$ cat src/rtl/noc_loopback_tester.sv
// CHDR loopback traffic generator/checker: TX emits numbered packets, RX checks
// header, sequence continuity, length, payload pattern and tlast placement.
module noc_loopback_tester #(
  parameter int unsigned SEQ_W = 12,
  parameter int unsigned CNT_W = 16
) (
  input  logic             clk,
  input  logic             rst_n,
  input  logic             start,
  input  logic             stop,
  input  logic [31:0]      cfg_sid,
  input  logic [7:0]       cfg_len,
  input  logic [15:0]      cfg_count,
  input  logic             rx_stall,
  output logic [63:0]      tx_tdata,
  output logic             tx_tlast,
  output logic             tx_tvalid,
  input  logic             tx_tready,
  input  logic [63:0]      rx_tdata,
  input  logic             rx_tlast,
  input  logic             rx_tvalid,
  output logic             rx_tready,
  output logic             busy,
  output logic             done,
  output logic [CNT_W-1:0] tx_pkts,
  output logic [CNT_W-1:0] rx_pkts,
  output logic [CNT_W-1:0] err_cnt,
  output logic             err
);

  typedef enum logic [1:0] {TX_IDLE, TX_HDR, TX_PAY, TX_DONE} tx_state_e;
  typedef enum logic {RX_HDR, RX_PAY} rx_state_e;

  tx_state_e          tx_state_q, tx_state_d;
  rx_state_e          rx_state_q, rx_state_d;
  logic [SEQ_W-1:0]   seq_q, seq_d, exp_seq_q, exp_seq_d, rx_seq_q, rx_seq_d;
  logic [7:0]         word_q, word_d, rx_k_q, rx_k_d;
  logic               stop_seen_q, stop_seen_d, pkt_bad_q, pkt_bad_d;
  logic [CNT_W-1:0]   tx_pkts_q, tx_pkts_d, rx_pkts_q, rx_pkts_d, err_cnt_q, err_cnt_d;
  logic               busy_q, busy_d, done_q, done_d;
  logic [31:0]        sid_q;
  logic [7:0]         len_q;
  logic [15:0]        count_q;

  logic               start_ok, tx_beat, rx_beat, count_hit, hdr_ok, pay_bad;
  logic [15:0]        len_bytes;
  logic [11:0]        hdr_seq;
  logic [63:0]        pay_exp;

  function automatic logic [CNT_W-1:0] sat_inc(input logic [CNT_W-1:0] v);
    return (&v) ? v : v + CNT_W'(1);
  endfunction

  assign start_ok  = start & ~busy_q;
  assign len_bytes = ({8'h00, len_q} + 16'd1) << 3;
  assign tx_beat   = tx_tvalid & tx_tready;
  assign rx_tready = ~rx_stall;
  assign rx_beat   = rx_tvalid & rx_tready;
  assign count_hit = (count_q != 16'd0) && ((32'(tx_pkts_q) + 32'd1) == 32'(count_q));

  assign hdr_seq = rx_tdata[59:48];
  assign hdr_ok  = (rx_tdata[63:60] == 4'h0) && (rx_tdata[31:0] == sid_q) &&
                   (rx_tdata[47:32] == len_bytes) && (hdr_seq == 12'(exp_seq_q));
  assign pay_exp = {20'h0, 12'(rx_seq_q), 24'h0, rx_k_q};
  assign pay_bad = (rx_tdata != pay_exp) || (rx_tlast != (rx_k_q == len_q - 8'd1));

  always_comb begin
    tx_tvalid = 1'b0;
    tx_tlast  = 1'b0;
    tx_tdata  = '0;
    case (tx_state_q)
      TX_HDR: begin
        tx_tvalid = 1'b1;
        tx_tdata  = {4'h0, 12'(seq_q), len_bytes, sid_q};
      end
      TX_PAY: begin
        tx_tvalid = 1'b1;
        tx_tdata  = {20'h0, 12'(seq_q), 24'h0, word_q};
        tx_tlast  = (word_q == len_q - 8'd1);
      end
      default: ;
    endcase
  end

  always_comb begin
    tx_state_d  = tx_state_q;
    seq_d       = seq_q;
    word_d      = word_q;
    stop_seen_d = stop_seen_q;
    tx_pkts_d   = tx_pkts_q;
    case (tx_state_q)
      TX_IDLE, TX_DONE: begin
        if (start_ok) begin
          tx_state_d  = TX_HDR;
          seq_d       = '0;
          stop_seen_d = 1'b0;
          tx_pkts_d   = '0;
        end
      end
      TX_HDR: begin
        // A header already accepted commits the packet; otherwise stop abandons it.
        if (tx_beat) begin
          tx_state_d  = TX_PAY;
          word_d      = '0;
          stop_seen_d = stop;
        end else if (stop) begin
          tx_state_d = TX_DONE;
        end
      end
      TX_PAY: begin
        if (tx_beat && tx_tlast) begin
          seq_d      = seq_q + SEQ_W'(1);
          tx_pkts_d  = sat_inc(tx_pkts_q);
          tx_state_d = (count_hit || stop_seen_q || stop) ? TX_DONE : TX_HDR;
        end else begin
          if (tx_beat) word_d = word_q + 8'd1;
          stop_seen_d = stop_seen_q | stop;
        end
      end
      default: tx_state_d = TX_IDLE;
    endcase
  end

  always_comb begin
    rx_state_d = rx_state_q;
    exp_seq_d  = exp_seq_q;
    rx_seq_d   = rx_seq_q;
    rx_k_d     = rx_k_q;
    pkt_bad_d  = pkt_bad_q;
    rx_pkts_d  = rx_pkts_q;
    err_cnt_d  = err_cnt_q;
    if (start_ok) begin
      rx_state_d = RX_HDR;
      exp_seq_d  = '0;
      pkt_bad_d  = 1'b0;
      rx_pkts_d  = '0;
      err_cnt_d  = '0;
    end else if (rx_beat) begin
      if (!(busy_q || done_q)) begin
        err_cnt_d = sat_inc(err_cnt_q);
      end else if (rx_state_q == RX_HDR) begin
        // Resync to the received seq so a single gap costs a single error.
        exp_seq_d = SEQ_W'(hdr_seq) + SEQ_W'(1);
        rx_seq_d  = SEQ_W'(hdr_seq);
        rx_k_d    = '0;
        if (rx_tlast) begin
          rx_pkts_d = sat_inc(rx_pkts_q);
          err_cnt_d = sat_inc(err_cnt_q);
        end else begin
          rx_state_d = RX_PAY;
          pkt_bad_d  = ~hdr_ok;
        end
      end else begin
        if (rx_tlast) begin
          rx_state_d = RX_HDR;
          rx_pkts_d  = sat_inc(rx_pkts_q);
          if (pkt_bad_q || pay_bad) err_cnt_d = sat_inc(err_cnt_q);
        end else begin
          pkt_bad_d = pkt_bad_q | pay_bad;
          rx_k_d    = rx_k_q + 8'd1;
        end
      end
    end
  end

  always_comb begin
    busy_d = busy_q;
    done_d = done_q;
    if (start_ok) begin
      busy_d = 1'b1;
      done_d = 1'b0;
    end else if (busy_q && (tx_state_q == TX_DONE) && (rx_pkts_q == tx_pkts_q)) begin
      busy_d = 1'b0;
      done_d = 1'b1;
    end
  end

  always_ff @(posedge clk or negedge rst_n) begin
    if (!rst_n) begin
      tx_state_q  <= TX_IDLE;
      rx_state_q  <= RX_HDR;
      seq_q       <= '0;
      exp_seq_q   <= '0;
      rx_seq_q    <= '0;
      word_q      <= '0;
      rx_k_q      <= '0;
      stop_seen_q <= 1'b0;
      pkt_bad_q   <= 1'b0;
      tx_pkts_q   <= '0;
      rx_pkts_q   <= '0;
      err_cnt_q   <= '0;
      busy_q      <= 1'b0;
      done_q      <= 1'b0;
      sid_q       <= '0;
      len_q       <= 8'd1;
      count_q     <= '0;
    end else begin
      tx_state_q  <= tx_state_d;
      rx_state_q  <= rx_state_d;
      seq_q       <= seq_d;
      exp_seq_q   <= exp_seq_d;
      rx_seq_q    <= rx_seq_d;
      word_q      <= word_d;
      rx_k_q      <= rx_k_d;
      stop_seen_q <= stop_seen_d;
      pkt_bad_q   <= pkt_bad_d;
      tx_pkts_q   <= tx_pkts_d;
      rx_pkts_q   <= rx_pkts_d;
      err_cnt_q   <= err_cnt_d;
      busy_q      <= busy_d;
      done_q      <= done_d;
      if (start_ok) begin
        sid_q   <= cfg_sid;
        len_q   <= (cfg_len == 8'd0) ? 8'd1 : cfg_len;
        count_q <= cfg_count;
      end
    end
  end

  assign busy    = busy_q;
  assign done    = done_q;
  assign tx_pkts = tx_pkts_q;
  assign rx_pkts = rx_pkts_q;
  assign err_cnt = err_cnt_q;
  assign err     = (err_cnt_q != '0);

endmodule

$ cat config.mk
export PLATFORM = sky130hd
export DESIGN_NAME = noc_loopback_tester
export DESIGN_NICKNAME = d
export VERILOG_FILES = /design/src/rtl/noc_loopback_tester.sv
export SDC_FILE = /design/constraint.sdc
export NUM_CORES = 1
export LEC_CHECK = 0
export CAP_MARGIN = 30
export CORE_MARGIN = 10
export CORE_UTILIZATION = 55
export DETAILED_ROUTE_END_ITERATION = 6
export PLACE_DENSITY_LB_ADDON = 0.05
export SLEW_MARGIN = 40
export SYNTH_ARGS = -nofsm -noshare
export SYNTH_HDL_FRONTEND = slang
export SYNTH_SLANG_ARGS = --single-unit
$ cat constraint.sdc
create_clock -name clk -period 4.7 [get_ports clk]
set_clock_uncertainty 0.15 [all_clocks]
set_input_delay 0.705 -clock clk [delete_from_list [all_inputs] [get_ports clk]]
set_output_delay 0.705 -clock clk [all_outputs]
set_load 0.02 [all_outputs]
==> results.py <==
metrics = {
    "grt": {
        "grt_usage_pct": 26.9,
        "overflow": 0,
        "grtUsageMet2_pct": 42.6,
        "grt_util_met1_pct": 35.5,
        "grt_pass1_wl_mm": 52.5,
        "grt_most_used_layer": "met2",
        "grt_pass1_vias": 9387,
        "antenna_found_initial": 0,
        "grt.met3_usage_pct": 7.27,
        "grt_max_degree": 102,
    },
    "sta": {
        "fin_crit_ps": 4430,
        "fin_crit_sh_pct": 94.3,
        "fmax_ghz": 0.226,
        "grt_setup_unrepaired": "false",
        "fin_tns_setup_ps": 0,
        "finalMaxSlewViolations": 0,
        "hold_violations": 0,
        "setup_ws_ps": 268,
        "maxSlewHeadroom_pct": 42.8,
        "worstMarginPinSlew_ps": 858,
        "setup_viol": 0,
    },
    "detailed_routing": {
        "drtPass1Iterations": 5,
        "vias": 9661,
        "wl_mm": 34.1,
        "wire_per_inst_um": 20.7,
        "postRouteAntennaNets": 0,
        "viasPerCell": 5.86,
        "drtIter0Drc": 717,
        "drc_errors": 0,
    },
    "power": {
        "pwr-share-clk_pct": 21.8,
        "p_int_mw": 3.85,
        "swShare_pct": 41.9,
        "combPwrFrac_pct": 41.6,
        "p_leak_nw": 5.77,
        "max-vdd-ir-drop_uv": 338,
        "seqPwrFrac_pct": 36.6,
        "p_switching_mw": 2.78,
        "powerDensity_nw_per_um2": 490,
    },
    "floorplanning": {
        "start_util_pct": 55.8,
        "die_w_um": 158,
        "core_um2": 18700,
        "die_h_um": 158,
        "core.rowCount": 50,
        "die-area_um2": 24900,
        "io_pins": 246,
    },
    "setup_path": {
        "crit_buf_inv": 2,
        "crit_path_cell_trace": "inv_1 > ha_1 > xor2_1 > nand4_1 > or3_1 > a2111oi_4 > clkdlybuf4s50_1",
        "arrival_ps": 3580,
        "rr_worst_depth": 10,
        "cp_max_fo": 11,
        "reg2reg_slack_ps": 1030,
        "crit_path_start": "len_q[0]$_DFFE_PN1P_",
        "r2r_start": "len_q[0]$_DFFE_PN1P_",
        "crit_path_start_kind": "flop",
        "timing.rr.end": "seq_q[10]$_DFFE_PN0P_",
        "crit_end": "tx_tlast",
        "cp.required_ps": 3850,
        "cp_top_family": "buffers and inverters",
        "critPathKind": "reg -> out",
        "cp.depth": 7,
        "cpPeakStageDelay_ps": 730,
        "cp_slowest_cell": "clkdlybuf4s50_1",
        "critPathCaptureType": "output pin",
    },
    "clock_network": {
        "cts_resized": 0,
        "cts_sinks": 163,
        "cts_setup_buffers": 0,
        "cts_tree": "yes",
        "clkTransAtPathRegs_ps": 70,
        "clockRootBuffer": "clkbuf_16",
        "cts_max_level": 4,
        "ctsHoldBuffers": 0,
        "cts_buffers": 17,
        "ctsLongestPathBuffers": 2,
        "clk_latency_ps": 440,
    },
    "place": {
        "pre_cts_ws_ps": 742,
        "place_hpwl_mm": 25.8,
        "gp_congestion": 0.936,
        "io_buffers": 237,
    },
    "logic_synthesis": {
        "ys_seq_elements": 163,
        "synth_area_leaders": "dfrtp_1 (39%), nand2_1 (8.3%), xnor2_1 (8.0%)",
        "syn_area_um2": 10400,
        "syn_inst": 1197,
        "synth_edf_count": 0,
        "postSynthAreaPerCell_um2": 8.72,
        "yosys.area.top_type": "dfrtp_1",
        "yosysTopAreaCellShare_pct": 38.8,
        "ys_types": 74,
        "ys_async_sr_fraction_pct": 100,
        "seq_area_frac_synth_pct": 39.1,
        "ys_warn_count": 0,
        "synth_ff_type": "dfrtp_1",
    },
    "cells_and_area": {
        "nFillCells": 1440,
        "nets": 1543,
        "syn_to_final_growth_pct": 29.6,
        "drive_gt1_share_pct": 6.72,
        "antenna_cells": 0,
    },
    "outcome": {
        "outcome": "finished clean",
    },
    "min_path": {
        "hold_class": "in -> async",
    },
    "job": {
        "maxCapViolations": 0,
    },
}
==> state kept, by name, summed over array words and instances (netlist names) <==
signal,count
done,1
sid_q,32
tx_state_q,2
rx_pkts,16
stop_seen_q,1
exp_seq_q,12
pkt_bad_q,1
seq_q,12
tx_pkts,16
rx_k_q,8
word_q,8
rx_seq_q,12
busy,1
err_cnt,16
rx_state_q,1
count_q,16
len_q,8
==> per-stage QoR <==
| stage | util [%] | cell area [um2] | std cells | hold WS (ps) | power (mW) |
|---|---|---|---|---|---|
| detailed placement | 69.0 | 12900 | 1615 | 344 | 5.15 |
| finish | 72.3 | 13500 | 1648 | 15.5 | 6.63 |
| CTS | 72.2 | 13500 | 1647 | 183 | 6.62 |
| global placement | 69.0 | 12900 | 1615 | 334 | 5.11 |
| global route | 72.3 | 13500 | 1648 | 35.3 | 7.00 |
| floorplan | - | 10500 | 1204 | 259 | 4.06 |
==> routing by layer <==
metal | part of all wire [%] | wire [um] | up-vias
met4 | 1.9 | 646 | 0
met1 | 42 | 14400 | 4738
met2 | 48 | 16300 | 346
met5 | 0 | 0 | -
li1 | - | - | 4531
met3 | 8.1 | 2780 | 46
==> cells in the final DEF (no fill, tap or decap), drive strengths merged, types with 15 or more instances in the layout <==
cell,n
a21oi,21
xor2,78
o21ai,54
and2,52
o31ai,18
a22o,22
nor2,70
nand4,35
clkdlybuf4s50,236
xnor2,95
nor4,39
nand3,46
inv,32
nor3,18
buf,15
dfrtp,162
clkbuf,18
nand2,232
==> power groups by stage <==
stage                     registers (mW)  clock network, mW  logic (mW)
after CTS                           2.41               1.45        2.75
after floorplan                     2.18                  0        1.87
final                               2.43               1.44        2.76
after detailed placement            2.43                  0        2.72
after global routing                2.48               1.52        3.01
after global placement              2.43                  0        2.68
==> synth_stat cells (all sizes together), types with 4 or more instances <==
master and instances:
nand2 232, dfrtp 162, xnor2 95, xor2 78, nor2 70, o21ai 54, and2 52, clkbuf 49
nand3 46, nor4 39, nand4 35, inv 25, buf 24, a22o 22, a21oi 21, nor3 18
o31ai 18, and3 14, ha 14, mux2 12, nor2b 11, or3 10, nand2b 9, or4 9
and4 7, mux2i 7, a21o 5, or2 5, a32o 4
==> kinds of logic after synthesis <==
family | count (synthesis) | share of synthesized area (%)
compound gates | 160 | 11.1
xor+xnor | 174 | 14.7
fa+ha+maj | 14 | 1.68
buf+inv | 98 | 4.17
flops | 163 | 39.1
mux | 19 | 1.97
other cells | 1 | 0.0359
simple gates | 568 | 27.2
==> worst reg2reg max path: stages (launching register included) <==
cell and delay [ps]:
dfstp_2 670, inv_1 90, ha_1 390, xor2_1 210, nand4_1 150, or3_1 440, a2111oi_4 470, nand3_2 400
nor4_2 400, xnor2_1 150, nor2_1 50
==> area by class of cell <==
cell class                 instances  area (um2)  area share (%)
clock buffer                      18         429            3.17
inverter                          25        93.8           0.693
timing repair buffer             251        2500            18.5
multi-input combinational        943        5970            44.1
sequential                       163        4080            30.1
clock inverter                    14         168            1.24
tap                              234         293            2.16
==> how the worst min path moves through the flow <==
stage | start | endpoint | slack (ps)
after floorplan | rst_n | busy$_DFFE_PN0P_ | 260
after global placement | exp_seq_q[2]$_DFFE_PN0P_ | exp_seq_q[2]$_DFFE_PN0P_ | 330
after detailed placement | exp_seq_q[2]$_DFFE_PN0P_ | exp_seq_q[2]$_DFFE_PN0P_ | 340
after CTS | rst_n | word_q[5]$_DFFE_PN0P_ | 180
after global routing | rst_n | word_q[5]$_DFFE_PN0P_ | 40
final | rst_n | word_q[5]$_DFFE_PN0P_ | 20
No activity file was read; power rests on OpenSTA's default activity.
==> patch 1, RTL diff (same settings) <==
`CNT_W`: 16 -> 32.
--- a/src/rtl/noc_loopback_tester.sv
+++ b/src/rtl/noc_loopback_tester.sv
@@ -4,3 +4,3 @@
   parameter int unsigned SEQ_W = 12,
-  parameter int unsigned CNT_W = 16
+  parameter int unsigned CNT_W = 32
 ) (
Interface: changed (resized err_cnt, rx_pkts and tx_pkts); port bits go from 246 to 294. The function was not compared with the original's and may differ.
==> patch 1 against the original RTL <==
  * Die area increased by 27%
  * Final area increased by 30%
  * Fmax increased by 2.0%
  * Synthesized cell count increased by 35%
  * Synthesized area increased by 31%
  * Combinational power decreased by 43%
  * Wire length increased by 41%
  * Total power decreased by 11%
  * Sequential cell count increased by 48
  * Worst setup slack improved by 0.087 ns
  * Critical endpoint unchanged
==> patch 1: results (changes against the original RTL) <==
- Outcome: complete, no violations
- Dpl cell area: 16,700 sq um (+29%)
- FF/Latch Area: 5280 sq um (+29%)
- Slowest cell on the critical path: clkdlybuf4s50_1
- Synth top area cells: dfrtp_1, xnor2_1, nand2_1, xor2_1, a22o_1
- Critical R2R Capture: err_cnt[13]$_DFFE_PN0P_
- Number of global-route vias before repair: 12,800 (+37%)
- Worst VDD drop: 301 uV (-11%)
- Proportion of synthesized chip area in sequential cells: 38.6% (-0.52 points)
- Worst reg2reg path depth: 11 (+1)
- Initial antenna violation count: 1 (+1)
- Crit path largest cell delay: 0.70 ns (-0.03 ns)
- DRT antenna net count: 0 (unchanged)
- CTS Root Cell: clkbuf_16
- I/O Buffers: 285 (+20%)
- Synth top area share: 38.4% (-0.46 points)
- Vias/cell: 6.12 (+4.5%)
- # fillers: 1,928 (+34%)
- Yosys cell types: 68 (-8.1%)
- Highest clock rate: 230 MHz (+2.0%)
- Max Root-Sink Buffers: 3 (+1)
- DR pass1 iterations: 5 (unchanged)
- Crit path to: tx_tlast
- Crit start category: flip-flop
- Hold Crit Class: flip-flop to flip-flop
- P_leak: 7.38 nW (+28%)
- R2r setup slk: 0.65 ns (-0.38 ns)
- Synth top cells by count: nand2_1, dfrtp_1, xnor2_1
- Average wire per standard cell: 22.0 um (+6.5%)
- H-tree levels: 1 (-3)
- Cell Count Post-Placement: 2,131 (+32%)
- Layout cells sized above 1: 5.28% (-1.4 points)
- Setup TNS: 0 ns (unchanged)
- Post-Layout Cell Count: 2,180 (+32%)
- 1st-iter DRT viols: 1,295 (+81%)
- CP arrival: 3.49 ns (-0.09 ns)
- Ys Warns: 0 (unchanged)
- GPL Wtd Cong: 0.978 (+4.5%)
- Worst-skew pair later-pin latency: 0.54 ns (+0.10 ns)
- Final #Nets: 1,978 (+28%)
- Slew headroom: 44.3% (+1.5 points)
- Cell family with most CP delay: buffers and inverters
- Post-DP HPWL: 35,100 um (+36%)
- Crit path max fanout: 9 (-2)
- Final setup fails: 0 (unchanged)
- Ys flop type: dfrtp_1
- Synth Instances: 1,614 (+35%)
- Reg2reg start: len_q[0]$_DFFE_PN1P_
- Largest net degree at the start of global routing: 101 (-0.98%)
- DP Worst Slack: 0.697 ns (-0.0448 ns)
- Async S/R FF share, synth: 100% (unchanged)
- GRT Resource Usage Total: 29.1% (+2.2 points)
- CTS buffer count: 25 (+8)
- Global-route wire length before repair: 73,800 um (+41%)
patch 1: final cells by class:
| type | count | share of cell area [%] |
|---|---|---|
| multi-input combinational | 1252 | 44.3 |
| timing repair buffer | 312 | 17.6 |
| antenna | 1 | 0.0142 |
| tap | 324 | 2.30 |
| clock inverter | 15 | 1.21 |
| clock buffer | 31 | 3.85 |
| inverter | 34 | 0.725 |
| sequential | 211 | 30.0 |
patch 1: worst min path at each step:
stage,from,to,slack (ns),depth (start not counted)
5_1_grt,exp_seq_q[1]$_DFFE_PN0P_,exp_seq_q[1]$_DFFE_PN0P_,0.38,1
4_1_cts,rst_n,seq_q[9]$_DFFE_PN0P_,0.15,1
6_report,exp_seq_q[2]$_DFFE_PN0P_,exp_seq_q[2]$_DFFE_PN0P_,0.36,2
3_3_place_gp,exp_seq_q[2]$_DFFE_PN0P_,exp_seq_q[2]$_DFFE_PN0P_,0.33,2
3_5_place_dp,stop_seen_q$_DFFE_PN0P_,stop_seen_q$_DFFE_PN0P_,0.35,1
2_1_floorplan,rst_n,busy$_DFFE_PN0P_,0.26,0
patch 1: logic make-up (layout without fill, tap and decap cells):
family / count (synthesis) / count (layout) / share of synthesized area (%)
AND/OR/NAND/NOR: 760 / 760 / 28.2
AO/OA/AOI/OAI: 247 / 247 / 12.1
flip-flops: 211 / 211 / 38.6
XOR/XNOR: 202 / 202 / 13.4
buffers and inverters: 158 / 392 / 4.85
multiplexers: 21 / 21 / 1.65
adder cells (fa/ha/maj): 14 / 14 / 1.28
other: 1 / 9 / 0.0274
patch 1: per-layer routing:
metal  vias to the layer above  track usage, %  share of wire (%)
li1                       6150               -                  -
met1                      6498            37.9                 41
met2                       601            48.0                 48
met3                       103            5.74                8.2
met4                         0            9.03                3.1
met5                         -               0                  0
patch 1: what timing repair did:
item	CTS	global route
hold buffers	0	1
endpoints found under the setup margin	0	0
hold endpoints to repair	0	31
gates resized for setup	0	0
buffers inserted	0	0
patch 1: where the power goes:
group	internal [mW]	total (mW)	switching, mW
Combinational	0.713	1.56	0.849
Clock	1.30	2.11	0.813
Sequential	1.97	2.21	0.241
Total	3.99	5.89	1.90
patch 1: worst min-delay path: stages, from the launching register on:
cell and delay, ns:
dfrtp_1 0.35, nand2_1 0.06, o31ai_1 0.06
==> patch 2, RTL diff (same flow settings) <==
Without the edit above. Register the output `err_cnt` once more, with the module's reset; this adds one clock of latency there. The other outputs are not delayed to match.
--- a/src/rtl/noc_loopback_tester.sv
+++ b/src/rtl/noc_loopback_tester.sv
@@ -223,3 +223,9 @@
   assign rx_pkts = rx_pkts_q;
-  assign err_cnt = err_cnt_q;
+  always_ff @(posedge clk or negedge rst_n) begin
+    if (!rst_n) begin
+      err_cnt <= '0;
+    end else begin
+      err_cnt <= err_cnt_q;
+    end
+  end
   assign err     = (err_cnt_q != '0);
Behaviour: not the same (Yosys sat finds a counterexample within 4 cycles, from zero or initial values and one cycle with rst_n low).
==> patch 2 against the original RTL <==
  * Worst setup slack better by 0.39 ns
  * Critical path depth up 2
  * Core utilization down 0.37 points
  * Synthesized cell count up 3.3%
  * Total power down 23%
  * Non-clock buffer count up 1
  * Sequential cell count up 16
  * First-iteration DRC count up 33%
  * Global-route usage about the same
  * Final cell count up 3.5%
  * Wire length up 3.4%
  * Die area up 3.2%
  * Final area up 3.2%
  * Synthesized area up 3.6%
==> patch 2: results (changes against the original RTL) <==
- Final #Nets: 1,570 (+1.7%)
- Critical R2R Capture: err_cnt_q[6]$_DFFE_PN0P_
- Synth top cells by count: nand2_1, dfrtp_1, xnor2_1
- Outcome: complete, no violations
- # fillers: 1,565 (+8.7%)
- Worst reg2reg path depth: 8 (-2)
- 1st-iter DRT viols: 955 (+33%)
- Synth top area cells: dfrtp_1, nand2_1, xnor2_1, xor2_1, nand4_1
- GPL Wtd Cong: 0.957 (+2.2%)
- Synth top area share: 41.2% (+2.3 points)
- Slew headroom: 50.7% (+8.0 points)
- DP Worst Slack: 0.869 ns (+0.127 ns)
- Dpl cell area: 13,300 sq um (+3.3%)
- Highest clock rate: 247 MHz (+9.6%)
- Number of global-route vias before repair: 9,650 (+2.8%)
- I/O Buffers: 237 (unchanged)
- DR pass1 iterations: 5 (unchanged)
- Layout cells sized above 1: 5.20% (-1.5 points)
- Largest net degree at the start of global routing: 114 (+12%)
- Ys Warns: 0 (unchanged)
- Reg2reg start: len_q[2]$_DFFE_PN0P_
- Drt total wl: 35,300 um (+3.4%)
- Proportion of synthesized chip area in sequential cells: 41.4% (+2.3 points)
- GRT Resource Usage Total: 26.9% (about the same)
- Vias/cell: 5.88 (+0.26%)
- Worst VDD drop: 272 uV (-20%)
- R2r setup slk: 1.33 ns (+0.30 ns)
- Crit path max fanout: 11 (unchanged)
- Post-DP HPWL: 26,600 um (+3.4%)
- Global-route wire length before repair: 55,500 um (+5.7%)
- Yosys cell types: 68 (-8.1%)
- P_leak: 5.88 nW (+1.8%)
==> patch 2: cell types whose count changed in the layout (fill, tap and decap cells not counted), moves of 12 or more <==
cell / unedited run / this run
or3_1: 9 / 22
and2_1: 52 / 37
nor4_1: 36 / 48
nand4_1: 35 / 53
o31ai_1: 18 / 3
dfrtp_1: 162 / 178
a21oi_1: 15 / 50
==> patch 2: area by class of cell <==
cell class	count	area [sq um]	share of cell area (%)
clock buffer	17	425	3.05
inverter	25	93.8	0.672
tap	265	332	2.37
multi-input combinational	953	5920	42.4
clock inverter	15	200	1.43
timing repair buffer	252	2510	18.0
sequential	179	4480	32.1
==> patch 2: per-layer routing <==
layer	share of wire [%]	global-route usage, %
met1	42	34.9
met2	49	44.2
met3	6.7	5.55
met4	2.6	8.06
met5	0	0
==> patch 2: stage by stage <==
stage / hold slack (ns) / instances
detailed placement: 0.259 / 1674
finish: 0.0865 / 1706
CTS: 0.117 / 1706
global route: 0.132 / 1706
global placement: 0.260 / 1674
floorplan: 0.230 / 1244
==> patch 2: logic make-up after synthesis <==
logic type / share of synthesized area [%]
xor gates and xnor gates: 14.4
AOI/OAI and AO/OA: 10.0
adders and majority gates: 1.71
DFF: 41.4
buffers and inverters: 4.35
other: 0.0347
muxes: 1.63
and+or+nand+nor: 26.5
==> patch 2: power by group <==
group	switching (mW)	internal [mW]	total [mW]	leakage [nW]
Sequential	0.272	1.72	1.99	2.30
Clock	0.749	0.732	1.48	0.298
Combinational	0.915	0.751	1.67	3.28
Total	1.94	3.20	5.13	5.88
==> patch 2: worst max-delay path, stage by stage (launching register included) <==
cell and delay [ns]:
dfstp_2 0.66, inv_1 0.12, ha_1 0.38, xnor2_1 0.15, nor3_1 0.16, and4_1 0.21
o311ai_1 0.09, buf_4 0.19, inv_2 0.14, clkdlybuf4s50_1 0.64
